==> config.mk <==
export PLATFORM = sky130hd
export DESIGN_NAME = modex_encrypt_writer
export DESIGN_NICKNAME = d
export VERILOG_FILES = /design/src/rtl/modex_encrypt_writer.sv
export SDC_FILE = /design/constraint.sdc
export NUM_CORES = 1
export LEC_CHECK = 0
export ABC_AREA = 1
export BUFFER_PORTS_ARGS = -buffer_cell sky130_fd_sc_hd__buf_4
export CAP_MARGIN = 10
export CORE_MARGIN = 1
export CORE_UTILIZATION = 63
export CTS_BUF_LIST = sky130_fd_sc_hd__clkbuf_16
export DETAILED_ROUTE_END_ITERATION = 12
export PLACE_DENSITY = 0.82
export SETUP_SLACK_MARGIN = 0.5
export SYNTH_ARGS = -nofsm -noshare
export SYNTH_HDL_FRONTEND = slang
export SYNTH_SLANG_ARGS = --single-unit
export TNS_END_PERCENT = 100
==> constraint.sdc <==
create_clock -name i_clk -period 7.05 [get_ports i_clk]
set_input_delay 1.41 -clock i_clk [delete_from_list [all_inputs] [get_ports i_clk]]
set_output_delay 1.41 -clock i_clk [all_outputs]
set_load 0.02 [all_outputs]
==> src/rtl/modex_encrypt_writer.sv <==
// -----------------------------------------------------------------------------
// modex_encrypt_writer
// RSA encrypt/store stage. Takes one plaintext word m, computes c = m^E mod N
// with fixed-schedule square-and-multiply, and writes c as two bytes:
// c[15:8] at base address, c[7:0] at base address + 1 (wraps modulo 2^ADDR).
// Requests with m >= N are rejected with a one-cycle err pulse.
//
// Optional feature: define MODEX_TRIVIAL_BYPASS_EN so that m==0/1 skip the
// exponentiation (c == m since E > 0) and go straight to the byte writes.
//
// Ports:
//   i_clk        clock, rising edge
//   i_rst        asynchronous reset, active-high
//   i_in_valid   plaintext request valid
//   o_in_ready   idle, request can be accepted
//   i_in_data    plaintext m (ARQ bits)
//   i_in_addr    destination base address (high byte)
//   o_wr_en      memory byte write strobe
//   o_wr_addr    write address
//   o_wr_data    write byte
//   o_busy       request in flight (~o_in_ready)
//   o_done       pulse coincident with the low-byte write
//   o_err        pulse the cycle after a rejected request
// -----------------------------------------------------------------------------
module modex_encrypt_writer #(
   parameter int ARQ   = 16,
   parameter int ADDR  = 18,
   parameter int E     = 1243,
   parameter int N     = 1349,
   parameter int EXP_W = 11
) (
   input  logic            i_clk,
   input  logic            i_rst,
   input  logic            i_in_valid,
   output logic            o_in_ready,
   input  logic [ARQ-1:0]  i_in_data,
   input  logic [ADDR-1:0] i_in_addr,
   output logic            o_wr_en,
   output logic [ADDR-1:0] o_wr_addr,
   output logic [7:0]      o_wr_data,
   output logic            o_busy,
   output logic            o_done,
   output logic            o_err
);

   localparam int SW = $clog2(ARQ + 1);
   localparam int CW = $clog2(EXP_W + 1);
   localparam logic [ARQ+1:0] NX = (ARQ+2)'(N);
   localparam logic [ARQ-1:0] NA = ARQ'(N);

   typedef enum logic [2:0] {S_IDLE, S_LOAD, S_BIT, S_WR_HI, S_WR_LO} state_t;

   state_t          r_state;
   logic            r_ready, r_wr_en, r_done, r_err;
   logic [ADDR-1:0] r_wr_addr, r_addr;
   logic [7:0]      r_wr_data;
   logic [ARQ-1:0]  r_m, r_result, r_base;
   logic [ARQ-1:0]  r_mulp, r_muls;   // multiplier operands, consumed MSB-first
   logic [ARQ+1:0]  r_accp, r_accs;   // P = result*base, S = base*base
   logic [EXP_W-1:0] r_exp;
   logic [CW-1:0]   r_cnt;
   logic [SW-1:0]   r_step;

   logic [ARQ+1:0]  w_accp_nxt, w_accs_nxt;
   logic [ARQ-1:0]  w_res_fin;
   logic            w_trivial;

   // One interleaved modular-multiply step. acc < N on entry, so 2*acc + b < 3N
   // and two conditional subtractions restore acc < N.
   function automatic logic [ARQ+1:0] mstep(input logic [ARQ+1:0] acc,
                                            input logic           bit_i,
                                            input logic [ARQ-1:0] b);
      logic [ARQ+1:0] t;
      t = (acc << 1) + (bit_i ? {2'b00, b} : '0);
      if (t >= NX) t = t - NX;
      if (t >= NX) t = t - NX;
      return t;
   endfunction

   assign w_accp_nxt = mstep(r_accp, r_mulp[ARQ-1], r_base);
   assign w_accs_nxt = mstep(r_accs, r_muls[ARQ-1], r_base);
   assign w_res_fin  = r_exp[0] ? r_accp[ARQ-1:0] : r_result;

`ifdef MODEX_TRIVIAL_BYPASS_EN
   assign w_trivial = (i_in_data < ARQ'(2));
`else
   assign w_trivial = 1'b0;
`endif

   always_ff @(posedge i_clk or posedge i_rst) begin
      if (i_rst) begin
         r_state   <= S_IDLE;
         r_ready   <= 1'b1;
         r_wr_en   <= 1'b0;
         r_done    <= 1'b0;
         r_err     <= 1'b0;
         r_wr_addr <= '0;
         r_wr_data <= '0;
         r_addr    <= '0;
         r_m       <= '0;
         r_result  <= '0;
         r_base    <= '0;
         r_mulp    <= '0;
         r_muls    <= '0;
         r_accp    <= '0;
         r_accs    <= '0;
         r_exp     <= '0;
         r_cnt     <= '0;
         r_step    <= '0;
      end else begin
         r_wr_en <= 1'b0;
         r_done  <= 1'b0;
         r_err   <= 1'b0;
         case (r_state)
            S_IDLE: begin
               if (i_in_valid) begin
                  if (i_in_data >= NA) begin
                     r_err <= 1'b1;
                  end else begin
                     r_m     <= i_in_data;
                     r_addr  <= i_in_addr;
                     r_ready <= 1'b0;
                     if (w_trivial) begin
                        // c == m: issue the high-byte write directly
                        r_result  <= i_in_data;
                        r_wr_en   <= 1'b1;
                        r_wr_addr <= i_in_addr;
                        r_wr_data <= i_in_data[15:8];
                        r_state   <= S_WR_HI;
                     end else begin
                        r_state <= S_LOAD;
                     end
                  end
               end
            end
            S_LOAD: begin
               r_result <= ARQ'(1);
               r_base   <= r_m;
               r_mulp   <= ARQ'(1);
               r_muls   <= r_m;
               r_accp   <= '0;
               r_accs   <= '0;
               r_exp    <= EXP_W'(E);
               r_cnt    <= '0;
               r_step   <= '0;
               r_state  <= S_BIT;
            end
            S_BIT: begin
               if (r_step == SW'(ARQ)) begin
                  // Both products are complete; commit one exponent bit.
                  r_result <= w_res_fin;
                  r_base   <= r_accs[ARQ-1:0];
                  r_mulp   <= w_res_fin;
                  r_muls   <= r_accs[ARQ-1:0];
                  r_accp   <= '0;
                  r_accs   <= '0;
                  r_exp    <= r_exp >> 1;
                  r_cnt    <= r_cnt + CW'(1);
                  r_step   <= '0;
                  if (r_cnt == CW'(EXP_W - 1)) begin
                     r_wr_en   <= 1'b1;
                     r_wr_addr <= r_addr;
                     r_wr_data <= w_res_fin[15:8];
                     r_state   <= S_WR_HI;
                  end
               end else begin
                  r_accp <= w_accp_nxt;
                  r_accs <= w_accs_nxt;
                  r_mulp <= r_mulp << 1;
                  r_muls <= r_muls << 1;
                  r_step <= r_step + SW'(1);
               end
            end
            S_WR_HI: begin
               r_wr_en   <= 1'b1;
               r_wr_addr <= r_addr + ADDR'(1);
               r_wr_data <= r_result[7:0];
               r_done    <= 1'b1;
               r_state   <= S_WR_LO;
            end
            S_WR_LO: begin
               r_ready <= 1'b1;
               r_state <= S_IDLE;
            end
            default: r_state <= S_IDLE;
         endcase
      end
   end

   assign o_in_ready = r_ready;
   assign o_busy     = ~r_ready;
   assign o_wr_en    = r_wr_en;
   assign o_wr_addr  = r_wr_addr;
   assign o_wr_data  = r_wr_data;
   assign o_done     = r_done;
   assign o_err      = r_err;

endmodule

==> load_flow_metrics.sql, run 1 <==
INSERT INTO impl_metrics (metric_group, metric, value, unit) VALUES
('timing', 'tns', '0', 'ns'),
('synth', 'postSynthCellCount', '1988', ''),
('clocking', 'tritoncts', 'yes', ''),
('critical_path', 'crit_path_cell_trace', 'nand2_1 -> inv_1 -> ha_1 -> fa_1 -> xnor2_1 -> nand3_1 -> inv_1 -> nand2_1 -> nand3_1 -> nand2_1 -> nand2_1 -> nand3_2 -> o21ai_0 -> ha_1 -> inv_1 -> a21oi_1 -> nand3_1 -> nand2_1 -> xor2_1 -> nand2_1 -> nand3_1 -> o21ai_0', ''),
('cells_and_area', 'syn_to_final_growth', '9.77', '%'),
('critical_path', 'path_delay_family', 'simple AND/OR/NAND/NOR gates', ''),
('routing', 'num_vias', '12930', ''),
('floorplanning', 'rows', '52', ''),
('floorplanning', 'boundaryPins', '68', ''),
('routing', 'drc_errors', '0', ''),
('floorplanning', 'fp.dieArea', '21300', 'µm²'),
('global_route', 'grt_usage', '0.350', ''),
('critical_path', 'regToRegEndpoint', 'r_accp[8]$_DFFE_PP0N_', ''),
('critical_path', 'critical_path.slowest_cell', 'dfrtp_1', ''),
('timing', 'final-hold-violation-count', '0', ''),
('critical_path', 'cp-endpoint', 'r_accp[8]$_DFFE_PP0N_', ''),
('clocking', 'library_cell_used_as_clock_root_buffer', 'clkbuf_16', ''),
('critical_path', 'reg2reg_slack', '2.29', 'ns'),
('critical_path', 'critical_path_buf_inv_count', '3', ''),
('routing', 'wl_per_cell', '15.6', 'µm'),
('critical_path', 'cp-end-kind', 'flip-flop', ''),
('critical_path', 'delay_of_the_slowest_critical_path_stage', '0.54', 'ns'),
('critical_path', 'worstSetupStartpoint', 'r_mulp[15]$_DFFE_PP0N_', ''),
('synth', 'synth_seq_area_share', '0.354', ''),
('synth', 'ys_warn_count', '0', ''),
('critical_path', 'worst_ep_required_time', '7.31', 'ns'),
('synth', 'syn-cell-area', '13100', 'µm²'),
('clocking', 'clock_buffers_created_by_tritoncts', '17', ''),
('clocking', 'clock_sink_count', '185', ''),
('clocking', 'ctsHoldBuffers', '0', ''),
('placed_design', 'placement.io_buffers', '67', ''),
('critical_path', 'crit_path_frequent_cell', 'nand2_1', ''),
('timing', 'min_period', '4.76', 'ns'),
('clocking', 'cts.reportedPaths.clkPinSlew', '0.07', 'ns'),
('timing', 'fmaxAchievable', '210', 'MHz'),
('global_route', 'grt_max_degree', '146', ''),
('clocking', 'postCtsResizedCells', '0', ''),
('global_route', 'global_route_wire_length_before_repair', '59700', 'µm'),
('timing', 'report.final.slew_viol_count', '0', ''),
('placed_design', 'dpl.hpwl', '26900', 'µm'),
('cells_and_area', 'fin_nets', '2109', ''),
('synth', 'count_of_flip_flops_with_a_built_in_enable_after_synthesis', '0', ''),
('timing', 'setup-violations-final', '0', ''),
('flow_run', 'cap_violations', '0', ''),
('cells_and_area', 'final_layout_size_suffix_gt1_frac', '0.0809', ''),
('clocking', 'cts_setup_buffers', '0', ''),
('critical_path', 'path_max_fanout', '20', ''),
('floorplanning', 'floorplan.initialDensity', '0.644', ''),
('timing', 'final_worst_path_period_share', '0.675', ''),
('global_route', 'grt_antenna_before_repair', '0', ''),
('timing', 'skew', '0.00930', 'ns'),
('clocking', 'worst_skew_pair.late_latency', '0.43', 'ns'),
('hold_path', 'hold_path_class', 'flip-flop to flip-flop', ''),
('run_status', 'run_status', 'finished clean', ''),
('timing', 'fin_worst_hold_slack', '0.476', 'ns'),
('global_route', 'first_global_vias', '12168', ''),
('timing', 'slew_at_the_pin_with_the_worst_max_slew_slack', '1.10', 'ns'),
('timing', 'rsz0062_at_grt', 'false', ''),
('routing', 'drtAntennaViolNets', '0', ''),
('routing', 'drt-vias-per-instance', '5.60', ''),
('clocking', 'clk_path_buf_depth', '2', ''),
('critical_path', 'setup_crit_path_kind', 'flip-flop to flip-flop', ''),
('critical_path', 'regToRegStartpoint', 'r_mulp[15]$_DFFE_PP0N_', ''),
('routing', 'detail_route.wirelength', '36100', 'µm'),
('critical_path', 'ff2ff_path_depth', '22', ''),
('synth', 'synth_nets', '2070', ''),
('clocking', 'htree_num_levels', '4', ''),
('floorplanning', 'floorplan.die.height', '146', 'µm'),
('cells_and_area', 'number_of_antenna_cells_inserted', '0', ''),
('synth', 'synth_flop_type', 'dfrtp_1', ''),
('floorplanning', 'core_region_area', '20300', 'µm²');
==> cells by family after synthesis <==
| group | after synthesis | share of synthesized area |
|---|---|---|
| DFF | 185 | 0.354 |
| muxes | 2 | 0.00153 |
| xor gates and xnor gates | 52 | 0.0371 |
| buffers and inverters | 347 | 0.103 |
| adders and majority gates | 45 | 0.0442 |
| AOI/OAI and AO/OA | 230 | 0.101 |
| and+or+nand+nor | 1127 | 0.359 |
==> worst min path at each step <==
stage / endpoint / cells after the start / from
6_report: r_m[3]$_DFFE_PP0P_ / 2 / r_m[3]$_DFFE_PP0P_
3_5_place_dp: r_m[2]$_DFFE_PP0P_ / 2 / r_m[2]$_DFFE_PP0P_
4_1_cts: r_m[2]$_DFFE_PP0P_ / 2 / r_m[2]$_DFFE_PP0P_
5_1_grt: r_m[2]$_DFFE_PP0P_ / 2 / r_m[2]$_DFFE_PP0P_
2_1_floorplan: r_m[11]$_DFFE_PP0P_ / 2 / r_m[11]$_DFFE_PP0P_
3_3_place_gp: r_m[14]$_DFFE_PP0P_ / 2 / r_m[14]$_DFFE_PP0P_
==> synthesized netlist by cell type (3+ instances only) <==
cell type | n | area share
nand2_1 | 746 | 0.21
inv_1 | 276 | 0.079
dfrtp_1 | 184 | 0.35
nor2_1 | 154 | 0.044
nand3_1 | 129 | 0.049
o21ai_0 | 102 | 0.039
a21oi_1 | 45 | 0.017
clkbuf_1 | 45 | 0.013
ha_1 | 43 | 0.041
xor2_1 | 36 | 0.024
nand4_1 | 31 | 0.015
a31oi_1 | 25 | 0.012
nor3_1 | 17 | 0.0065
nand2_2 | 16 | 0.0077
o21ai_1 | 13 | 0.0050
o2111ai_1 | 12 | 0.0080
xnor2_1 | 12 | 0.0080
o211ai_1 | 11 | 0.0063
inv_2 | 10 | 0.0029
nand3b_1 | 8 | 0.0046
nor2_2 | 6 | 0.0029
o31ai_1 | 6 | 0.0034
and2_1 | 5 | 0.0024
buf_1 | 4 | 0.0011
buf_6 | 4 | 0.0034
nand3_2 | 4 | 0.0031
o22ai_1 | 4 | 0.0019
a21oi_2 | 3 | 0.0020
a221oi_1 | 3 | 0.0020
buf_2 | 3 | 0.0011
clkinv_1 | 3 | 0.00086
==> worst register-to-register path, cell delays in order, from the launching register on <==
cell     delay (ns)
dfrtp_1        0.54
nand2_1        0.13
inv_1          0.05
ha_1           0.23
fa_1           0.46
xnor2_1        0.43
nand3_1        0.16
inv_1          0.09
nand2_1        0.10
nand3_1        0.16
nand2_1        0.09
nand2_1        0.08
nand3_2        0.35
o21ai_0        0.52
ha_1           0.24
inv_1          0.06
a21oi_1        0.27
nand3_1        0.16
nand2_1        0.10
xor2_1         0.14
nand2_1        0.06
nand3_1        0.06
o21ai_0        0.10
==> final cells by class <==
class	count	area [µm²]
Clock buffer	17	425
Clock inverter	15	165
Fill cell	1788	5950
Inverter	289	1090
Multi-Input combinational cell	1456	7110
Sequential cell	185	4630
Tap cell	270	338
Timing Repair Buffer	78	586
==> flip-flops by register name, indices dropped and copies added, names as in the netlist, 5 cells and up <==
| signal | count |
|---|---|
| o_wr_addr | 18 |
| o_wr_data | 8 |
| r_accp | 17 |
| r_accs | 17 |
| r_addr | 18 |
| r_base | 16 |
| r_exp | 11 |
| r_m | 16 |
| r_mulp | 16 |
| r_muls | 16 |
| r_result | 16 |
| r_step | 5 |
==> layer usage <==
| metal | GRT usage | vias up | wire length [µm] |
|---|---|---|---|
| met4 | 0.0880 | 0 | 629 |
| met5 | 0 | - | 0 |
| met1 | 0.493 | 6011 | 16100 |
| li1 | - | 6339 | - |
| met2 | 0.562 | 531 | 16400 |
| met3 | 0.0613 | 49 | 3090 |
==> stage by stage <==
step,area [µm²],setup slack (ns),cells
6_report,14300,2.29,2310
5_1_grt,14300,1.75,2310
4_1_cts,14300,2.33,2310
3_5_place_dp,13800,2.34,2278
3_3_place_gp,13800,2.55,2278
2_1_floorplan,13100,0.613,1988
==> layout by cell type (no fill, tap or decap), types with 8 or more instances in the layout <==
cell type / instances
a21oi_1: 45
a31oi_1: 25
buf_4: 78
clkbuf_16: 17
dfrtp_1: 184
ha_1: 43
inv_1: 276
inv_2: 10
nand2_1: 745
nand2_2: 17
nand3_1: 129
nand3b_1: 8
nand4_1: 31
nor2_1: 153
nor3_1: 16
o2111ai_1: 12
o211ai_1: 11
o21ai_0: 102
o21ai_1: 13
xnor2_1: 12
xor2_1: 36
Power of run 1 is left out: the tool's default activity adds up to more than one toggle a clock period on the data nets, which glitch-free logic cannot reach.
==> run 2, diff against run 1 <==
--- a/config.mk
+++ b/config.mk
@@ -5,7 +5,7 @@
 export SDC_FILE = /design/constraint.sdc
 export NUM_CORES = 1
 export LEC_CHECK = 0
-export ABC_AREA = 1
+export ABC_AREA = 0
 export BUFFER_PORTS_ARGS = -buffer_cell sky130_fd_sc_hd__buf_4
 export CAP_MARGIN = 10
 export CORE_MARGIN = 1
==> constraint.sdc (replaced) <==
create_clock -name i_clk -period 4.6 [get_ports i_clk]
set_input_delay 0.92 -clock i_clk [delete_from_list [all_inputs] [get_ports i_clk]]
set_output_delay 0.92 -clock i_clk [all_outputs]
set_load 0.02 [all_outputs]
==> run 2 against run 1 <==
The run now ends with setup timing left. Design area up 18%. Routed wire length up 25%. Highest routed layer unchanged. Via count up 7.0%. Hold slack better by 0.0038 ns. Largest cell class unchanged. Clock-buffer cell count unchanged. Critical path depth up 2. Cell count down 11%. Core utilization up 15 points. Critical endpoint is now r_accp[13]$_DFFE_PP0N_.
==> load_flow_metrics.sql, run 2 <==
INSERT INTO impl_metrics (metric_group, metric, value, unit) VALUES
('routing', 'first_pass_iters', '7', ''),
('timing', 'setup-violations-final', '34', ''),
('clocking', 'library_cell_used_as_clock_root_buffer', 'clkbuf_16', ''),
('cells_and_area', 'fin_nets', '1863', ''),
('critical_path', 'cp-end-kind', 'flip-flop', ''),
('floorplanning', 'rows', '51', ''),
('synth', 'synth_seq_cells', '185', ''),
('synth', 'yosys.cell_types.count', '93', ''),
('synth', 'yosys.cell_count.top_type', 'nand2_1', ''),
('floorplanning', 'core_region_area', '19700', 'µm²'),
('clocking', 'clk_path_buf_depth', '2', ''),
('routing', 'highest_metal_layer_used_by_the_detailed_router', 'met4', ''),
('routing', 'drtAntennaViolNets', '0', ''),
('routing', 'drt-vias-per-instance', '6.72', ''),
('synth', 'count_of_flip_flops_with_a_built_in_enable_after_synthesis', '0', ''),
('timing', 'slew_at_the_pin_with_the_worst_max_slew_slack', '1.06', 'ns'),
('timing', 'final_worst_path_period_share', '1.11', ''),
('hold_path', 'hold_path_class', 'flip-flop to flip-flop', ''),
('flow_run', 'cap_violations', '0', ''),
('critical_path', 'setup_crit_path_kind', 'flip-flop to flip-flop', ''),
('synth', 'syn-cell-area', '12800', 'µm²'),
('critical_path', 'regToRegEndpoint', 'r_accp[13]$_DFFE_PP0N_', ''),
('synth', 'synth.cells.most_frequent', 'nand2_1, dfrtp_1, o21ai_0, nor2_1, a21oi_1', ''),
('routing', 'drc_errors', '0', ''),
('routing', 'initialDrtViolationCount', '1557', ''),
('clocking', 'ctsHoldBuffers', '0', ''),
('clocking', 'cts.reportedPaths.clkPinSlew', '0.08', 'ns'),
('timing', 'final-hold-violation-count', '0', ''),
('run_status', 'run_status', 'finished, violations left', ''),
('routing', 'detail_route.wirelength', '45200', 'µm'),
('clocking', 'clock_sink_count', '185', ''),
('synth', 'synth_nets', '1611', ''),
('cells_and_area', 'mostFrequentLayoutCells', 'buf_4, nand2_1, dfrtp_1', ''),
('routing', 'met1Wirelength', '16300', 'µm'),
('timing', 'fmaxAchievable', '196', 'MHz'),
('synth', 'synth_seq_area_share', '0.363', ''),
('placed_design', 'placement.io_buffers', '67', ''),
('synth', 'post_synth_main_area_contributors', 'dfrtp_1, nand2_1, o21ai_0', ''),
('floorplanning', 'floorplan.initialDensity', '0.650', ''),
('synth', 'postSynthCellCount', '1529', ''),
('routing', 'wl_per_cell', '21.9', 'µm'),
('clocking', 'htree_num_levels', '4', ''),
('timing', 'rsz0062_at_grt', 'true', ''),
('timing', 'report.final.slew_viol_count', '0', ''),
('synth', 'async_reset_ff_frac', '1.00', ''),
('global_route', 'grt_usage', '0.413', ''),
('clocking', 'worst_skew_pair.late_latency', '0.44', 'ns'),
('critical_path', 'arrival', '5.48', 'ns'),
('floorplanning', 'fp.dieArea', '20800', 'µm²'),
('floorplanning', 'dieWidth', '144', 'µm'),
('critical_path', 'path_max_fanout', '7', ''),
('global_route', 'grt.overflow.total', '0', ''),
('placed_design', 'globalplace.congestion', '0.939', ''),
('routing', 'met2WireLength', '21700', 'µm'),
('timing', 'finalWorstSetupSlack', '-0.500', 'ns'),
('run_status', 'failed_checks', 'setup timing', ''),
('floorplanning', 'floorplan.die.height', '144', 'µm'),
('routing', 'num_vias', '13833', ''),
('critical_path', 'worst_ep_required_time', '4.98', 'ns'),
('critical_path', 'setup.worst_path.start_class', 'flip-flop', ''),
('critical_path', 'cp-endpoint', 'r_accp[13]$_DFFE_PP0N_', ''),
('global_route', 'grt_antenna_before_repair', '1', ''),
('floorplanning', 'boundaryPins', '68', ''),
('synth', 'ys_warn_count', '0', ''),
('global_route', 'grt_max_degree', '135', ''),
('clocking', 'clock_buffers_created_by_tritoncts', '17', ''),
('cells_and_area', 'syn_to_final_growth', '32.5', '%'),
('synth', 'synth_area_per_cell', '8.35', 'µm²'),
('timing', 'skew', '0.00967', 'ns'),
('cells_and_area', 'final_layout_size_suffix_gt1_frac', '0.311', ''),
('critical_path', 'regToRegStartpoint', 'r_mulp[15]$_DFFE_PP0N_', ''),
('clocking', 'tritoncts', 'yes', ''),
('critical_path', 'worstSetupStartpoint', 'r_mulp[15]$_DFFE_PP0N_', ''),
('critical_path', 'ff2ff_path_depth', '24', ''),
('synth', 'synthDominantAreaCellType', 'dfrtp_1', ''),
('cells_and_area', 'mostFrequentLayoutCell', 'buf_4', ''),
('global_route', 'first_global_vias', '12884', ''),
('critical_path', 'reg2reg_slack', '-0.50', 'ns'),
('timing', 'worst_slew_margin_rel', '0.294', ''),
('placed_design', 'dpl.hpwl', '28500', 'µm'),
('cells_and_area', 'postLayoutCoreUtil', '0.861', ''),
('synth', 'synth_flop_type', 'dfrtp_1', ''),
('timing', 'min_period', '5.10', 'ns'),
('synth', 'yosysTopAreaCellShare', '0.361', ''),
('cells_and_area', 'number_of_antenna_cells_inserted', '0', ''),
('global_route', 'global_route_wire_length_before_repair', '66400', 'µm'),
('routing', 'route.met3.wl', '4260', 'µm');
[run 2: changes by cell type in the layout (fill, tap and decap cells not counted), moves of 30 or more]
cell     change
inv_1      -250
nor2_1      -68
nand2_1    -488
nand3_1     -81
and2_1      +33
mux2_2      +30
buf_4      +220
[run 2: per-stage QoR]
step           hold WS, ns  worst slack, ns  cells  TNS (ns)  instance area, µm²
6_report             0.480           -0.500   2058     -7.82               16900
5_1_grt              0.490           -0.678   2058    -12.24               16900
4_1_cts              0.473           -0.118   2040    -0.648               16300
3_5_place_dp         0.451           -0.199   1984     -3.88               15100
3_3_place_gp         0.444           -0.129   1984     -1.69               15100
2_1_floorplan        0.433           -0.333   1529     -4.80               13000
[run 2: metal layers]
metal  track usage  up-vias
li1              -     6035
met1         0.506     6630
met3        0.0821      277
met2         0.689      891
met5             0        -
met4         0.216        0
[run 2: worst min-delay path by stage]
| stage | slack (ns) | to | cells past startpoint | start |
|---|---|---|---|---|
| global route | 0.49 | r_exp[7]$_DFFE_PP0P_ | 2 | r_exp[8]$_DFFE_PP0P_ |
| CTS | 0.47 | r_exp[7]$_DFFE_PP0P_ | 2 | r_exp[8]$_DFFE_PP0P_ |
| floorplan | 0.43 | r_exp[0]$_DFFE_PP0P_ | 2 | r_exp[1]$_DFFE_PP0P_ |
| finish | 0.48 | r_exp[7]$_DFFE_PP0P_ | 2 | r_exp[8]$_DFFE_PP0P_ |
| detailed placement | 0.45 | r_exp[6]$_DFFE_PP0P_ | 2 | r_exp[7]$_DFFE_PP0P_ |
| global placement | 0.44 | r_exp[3]$_DFFE_PP0P_ | 2 | r_exp[4]$_DFFE_PP0P_ |
[run 2: timing repair]
action | 4_1_cts | 5_1_grt
setup buffers | 25 | 18
cloned | 0 | 0
resized for setup | 89 | 85
endpoints found under the setup margin | 34 | 34
pin swaps | 33 | 54
[run 2: layout make-up]
class	instances	area (µm²)
clock buffers	17	425
clock inverters	14	151
fillers	1051	2730
inverters	28	109
multi-input cells	1226	8720
flip-flops and latches	185	4630
well taps	265	332
repair buffers	323	2550
[run 2: cell families after synthesis]
| family | Yosys count | synth area share |
|---|---|---|
| adders and majority gates | 45 | 0.0453 |
| DFF | 185 | 0.363 |
| buffers and inverters | 118 | 0.0381 |
| muxes | 53 | 0.0446 |
| AOI/OAI and AO/OA | 447 | 0.229 |
| and+or+nand+nor | 595 | 0.222 |
| xor gates and xnor gates | 86 | 0.0590 |
[run 2: critical path, cell delays in order (launching register included)]
cell	delay (ns)
dfrtp_2	0.46
and2_1	0.18
ha_1	0.36
nand2_1	0.14
or3b_4	0.48
a21bo_4	0.26
a211o_1	0.32
o21ai_4	0.35
o22ai_2	0.17
nor3_2	0.18
buf_4	0.19
xnor2_4	0.07
inv_2	0.07
ha_4	0.14
nor2_4	0.03
a32oi_2	0.23
a211oi_2	0.07
buf_4	0.16
o21bai_4	0.24
buf_4	0.16
buf_6	0.10
a21oi_4	0.07
buf_4	0.16
or3_1	0.34
nand3_1	0.09
Power of run 2 is left out for the same reason.
==> run 3, diff against run 2 <==
==> constraint.sdc (replaced) <==
create_clock -name i_clk -period 5.5 [get_ports i_clk]
set_input_delay 1.1 -clock i_clk [delete_from_list [all_inputs] [get_ports i_clk]]
set_output_delay 1.1 -clock i_clk [all_outputs]
set_load 0.02 [all_outputs]
==> run 3 against run 2 <==
The run now ends clean. Critical path type unchanged. Critical endpoint is now r_accp[6]$_DFFE_PP0N_. Register-to-register slack gained 1.1 ns. Cell count shrank 8.8%. Core utilization shrank 10 points. First-iteration DRC count shrank 20%. Via count shrank 11%. Critical path depth shrank 2. Clock-buffer cell count is the same. Non-clock buffer count shrank 183. Sequential share of layout area grew 3.8 points. Hold slack lost 0.011 ns.
==> load_flow_metrics.sql, run 3 (same netlist as run 2, synthesis figures left out) <==
INSERT INTO impl_metrics (metric_group, metric, value, unit) VALUES
('timing', 'fmaxAchievable', '205', 'MHz'),
('cells_and_area', 'final_layout_size_suffix_gt1_frac', '0.194', ''),
('clocking', 'ctsHoldBuffers', '0', ''),
('timing', 'final_worst_path_period_share', '0.888', ''),
('global_route', 'first_global_vias', '11209', ''),
('routing', 'drc_errors', '0', ''),
('hold_path', 'hold_path_class', 'flip-flop to flip-flop', ''),
('critical_path', 'worst_ep_required_time', '5.80', 'ns'),
('floorplanning', 'boundaryPins', '68', ''),
('global_route', 'grt_antenna_before_repair', '1', ''),
('run_status', 'run_status', 'finished clean', ''),
('critical_path', 'crit_path_frequent_cell', 'a21oi_1', ''),
('clocking', 'htree_num_levels', '4', ''),
('cells_and_area', 'mostFrequentLayoutCell', 'nand2_1', ''),
('clocking', 'worst_skew_pair.late_latency', '0.43', 'ns'),
('flow_run', 'cap_violations', '0', ''),
('critical_path', 'critical_path.slowest_cell', 'dfrtp_1', ''),
('clocking', 'clock_buffers_created_by_tritoncts', '17', ''),
('critical_path', 'cp-end-kind', 'flip-flop', ''),
('global_route', 'grt_usage', '0.353', ''),
('cells_and_area', 'area_occupied_by_multi_input_gates', '8130', 'µm²'),
('floorplanning', 'rows', '51', ''),
('placed_design', 'placement.io_buffers', '67', ''),
('timing', 'setup-violations-final', '0', ''),
('critical_path', 'setup_crit_path_kind', 'flip-flop to flip-flop', ''),
('clocking', 'library_cell_used_as_clock_root_buffer', 'clkbuf_16', ''),
('cells_and_area', 'num-fill-cells', '1427', ''),
('critical_path', 'delay_of_the_slowest_critical_path_stage', '0.41', 'ns'),
('routing', 'drtAntennaViolNets', '0', ''),
('routing', 'wl_per_cell', '19.9', 'µm'),
('floorplanning', 'floorplan.initialDensity', '0.650', ''),
('critical_path', 'arrival', '5.18', 'ns'),
('timing', 'final-hold-violation-count', '0', ''),
('timing', 'worst_slew_margin_rel', '0.281', ''),
('global_route', 'grt_max_degree', '186', ''),
('clocking', 'cts.reportedPaths.clkPinSlew', '0.08', 'ns'),
('timing', 'tns', '0', 'ns'),
('critical_path', 'critical_path_buf_inv_count', '3', ''),
('timing', 'slew_at_the_pin_with_the_worst_max_slew_slack', '1.08', 'ns'),
('routing', 'first_pass_iters', '6', ''),
('cells_and_area', 'mostFrequentLayoutCells', 'nand2_1, dfrtp_1, buf_4', ''),
('floorplanning', 'floorplan.die.height', '144', 'µm'),
('cells_and_area', 'fin_nets', '1681', ''),
('cells_and_area', 'number_of_antenna_cells_inserted', '0', ''),
('floorplanning', 'dieWidth', '144', 'µm'),
('routing', 'initialDrtViolationCount', '1252', ''),
('global_route', 'global_route_wire_length_before_repair', '56900', 'µm'),
('critical_path', 'path_delay_family', 'compound AO/OA/AOI/OAI gates', ''),
('global_route', 'grt.overflow.total', '0', ''),
('clocking', 'clk_path_buf_depth', '2', ''),
('clocking', 'tritoncts', 'yes', ''),
('placed_design', 'globalplace.congestion', '0.949', ''),
('timing', 'min_period', '4.88', 'ns'),
('critical_path', 'crit_path_cell_trace', 'and2_1 -> ha_1 -> fa_2 -> a21oi_1 -> or3b_4 -> a21oi_1 -> or3_4 -> a211oi_2 -> o211ai_1 -> nor3_2 -> xnor2_1 -> inv_1 -> ha_1 -> nor2_2 -> a32oi_2 -> a211oi_2 -> buf_4 -> o21bai_4 -> buf_4 -> a21oi_1 -> xor2_1 -> o21ai_0', ''),
('timing', 'rsz0062_at_grt', 'false', ''),
('timing', 'report.final.slew_viol_count', '0', ''),
('routing', 'drt-vias-per-instance', '6.54', ''),
('clocking', 'clock_sink_count', '185', ''),
('cells_and_area', 'register_area', '4630', 'µm²'),
('critical_path', 'setup.worst_path.start_class', 'flip-flop', ''),
('timing', 'skew', '0.0116', 'ns'),
('placed_design', 'dpl.hpwl', '25500', 'µm'),
('routing', 'num_vias', '12280', ''),
('floorplanning', 'core_region_area', '19700', 'µm²'),
('critical_path', 'path_max_fanout', '5', ''),
('routing', 'detail_route.wirelength', '37400', 'µm'),
('cells_and_area', 'syn_to_final_growth', '16.4', '%'),
('floorplanning', 'fp.dieArea', '20800', 'µm²');
[run 3: repair_timing]
item                                    CTS  global route
cloned                                    0             1
gates resized for setup                  17            81
buffers inserted                          3            17
pin swaps                                 2            28
endpoints found under the setup margin   33            33
[run 3: worst paths after layout]
kind,startpoint,slack (ns),to,depth (start not counted)
worst max-delay path,r_mulp[15]$_DFFE_PP0N_,0.62,r_accp[6]$_DFFE_PP0N_,22
max in group asynchronous,i_rst,3.73,r_muls[15]$_DFFE_PP0N_,3
min in group asynchronous,i_rst,0.91,o_wr_data[4]$_DFFE_PP0P_,3
worst min register to register,r_exp[8]$_DFFE_PP0P_,0.47,r_exp[7]$_DFFE_PP0P_,2
worst min-delay path,r_exp[8]$_DFFE_PP0P_,0.47,r_exp[7]$_DFFE_PP0P_,2
worst max register to register,r_mulp[15]$_DFFE_PP0N_,0.62,r_accp[6]$_DFFE_PP0N_,22
[run 3: per-layer routing]
layer  part of all wire  up-vias  GRT usage
met1               0.40     5977      0.450
met2               0.49      534      0.588
met5            0.00043        -          0
li1                   -     5657          -
met3              0.072      110     0.0642
met4              0.035        2      0.152
[run 3: final cells by class]
cell class / count / share of cell area
Multi-Input combinational cell: 1227 / 0.547
Clock inverter: 15 / 0.0102
Clock buffer: 17 / 0.0286
Sequential cell: 185 / 0.312
Timing Repair Buffer: 140 / 0.0728
Tap cell: 265 / 0.0223
Inverter: 28 / 0.00732
[run 3: tightest hold or removal path, delay by kind of cell, from the launching register on]
kind / cells / cell delay [ns]
DFF: 1 / 0.35
and+or+nand+nor: 2 / 0.10
[run 3: metrics by stage]
step                      instances   util  cell area [µm²]  setup slack [ns]  hold slack [ns]
final                          1877  0.756            14900             0.617            0.469
after global routing           1877  0.756            14900             0.432            0.483
after CTS                      1858  0.732            14400             0.507            0.469
after detailed placement       1823  0.696            13700             0.175            0.453
after global placement         1823  0.696            13700             0.178            0.444
after floorplan                1529      -            12800             0.507            0.433
Power of run 3 is left out for the same reason.
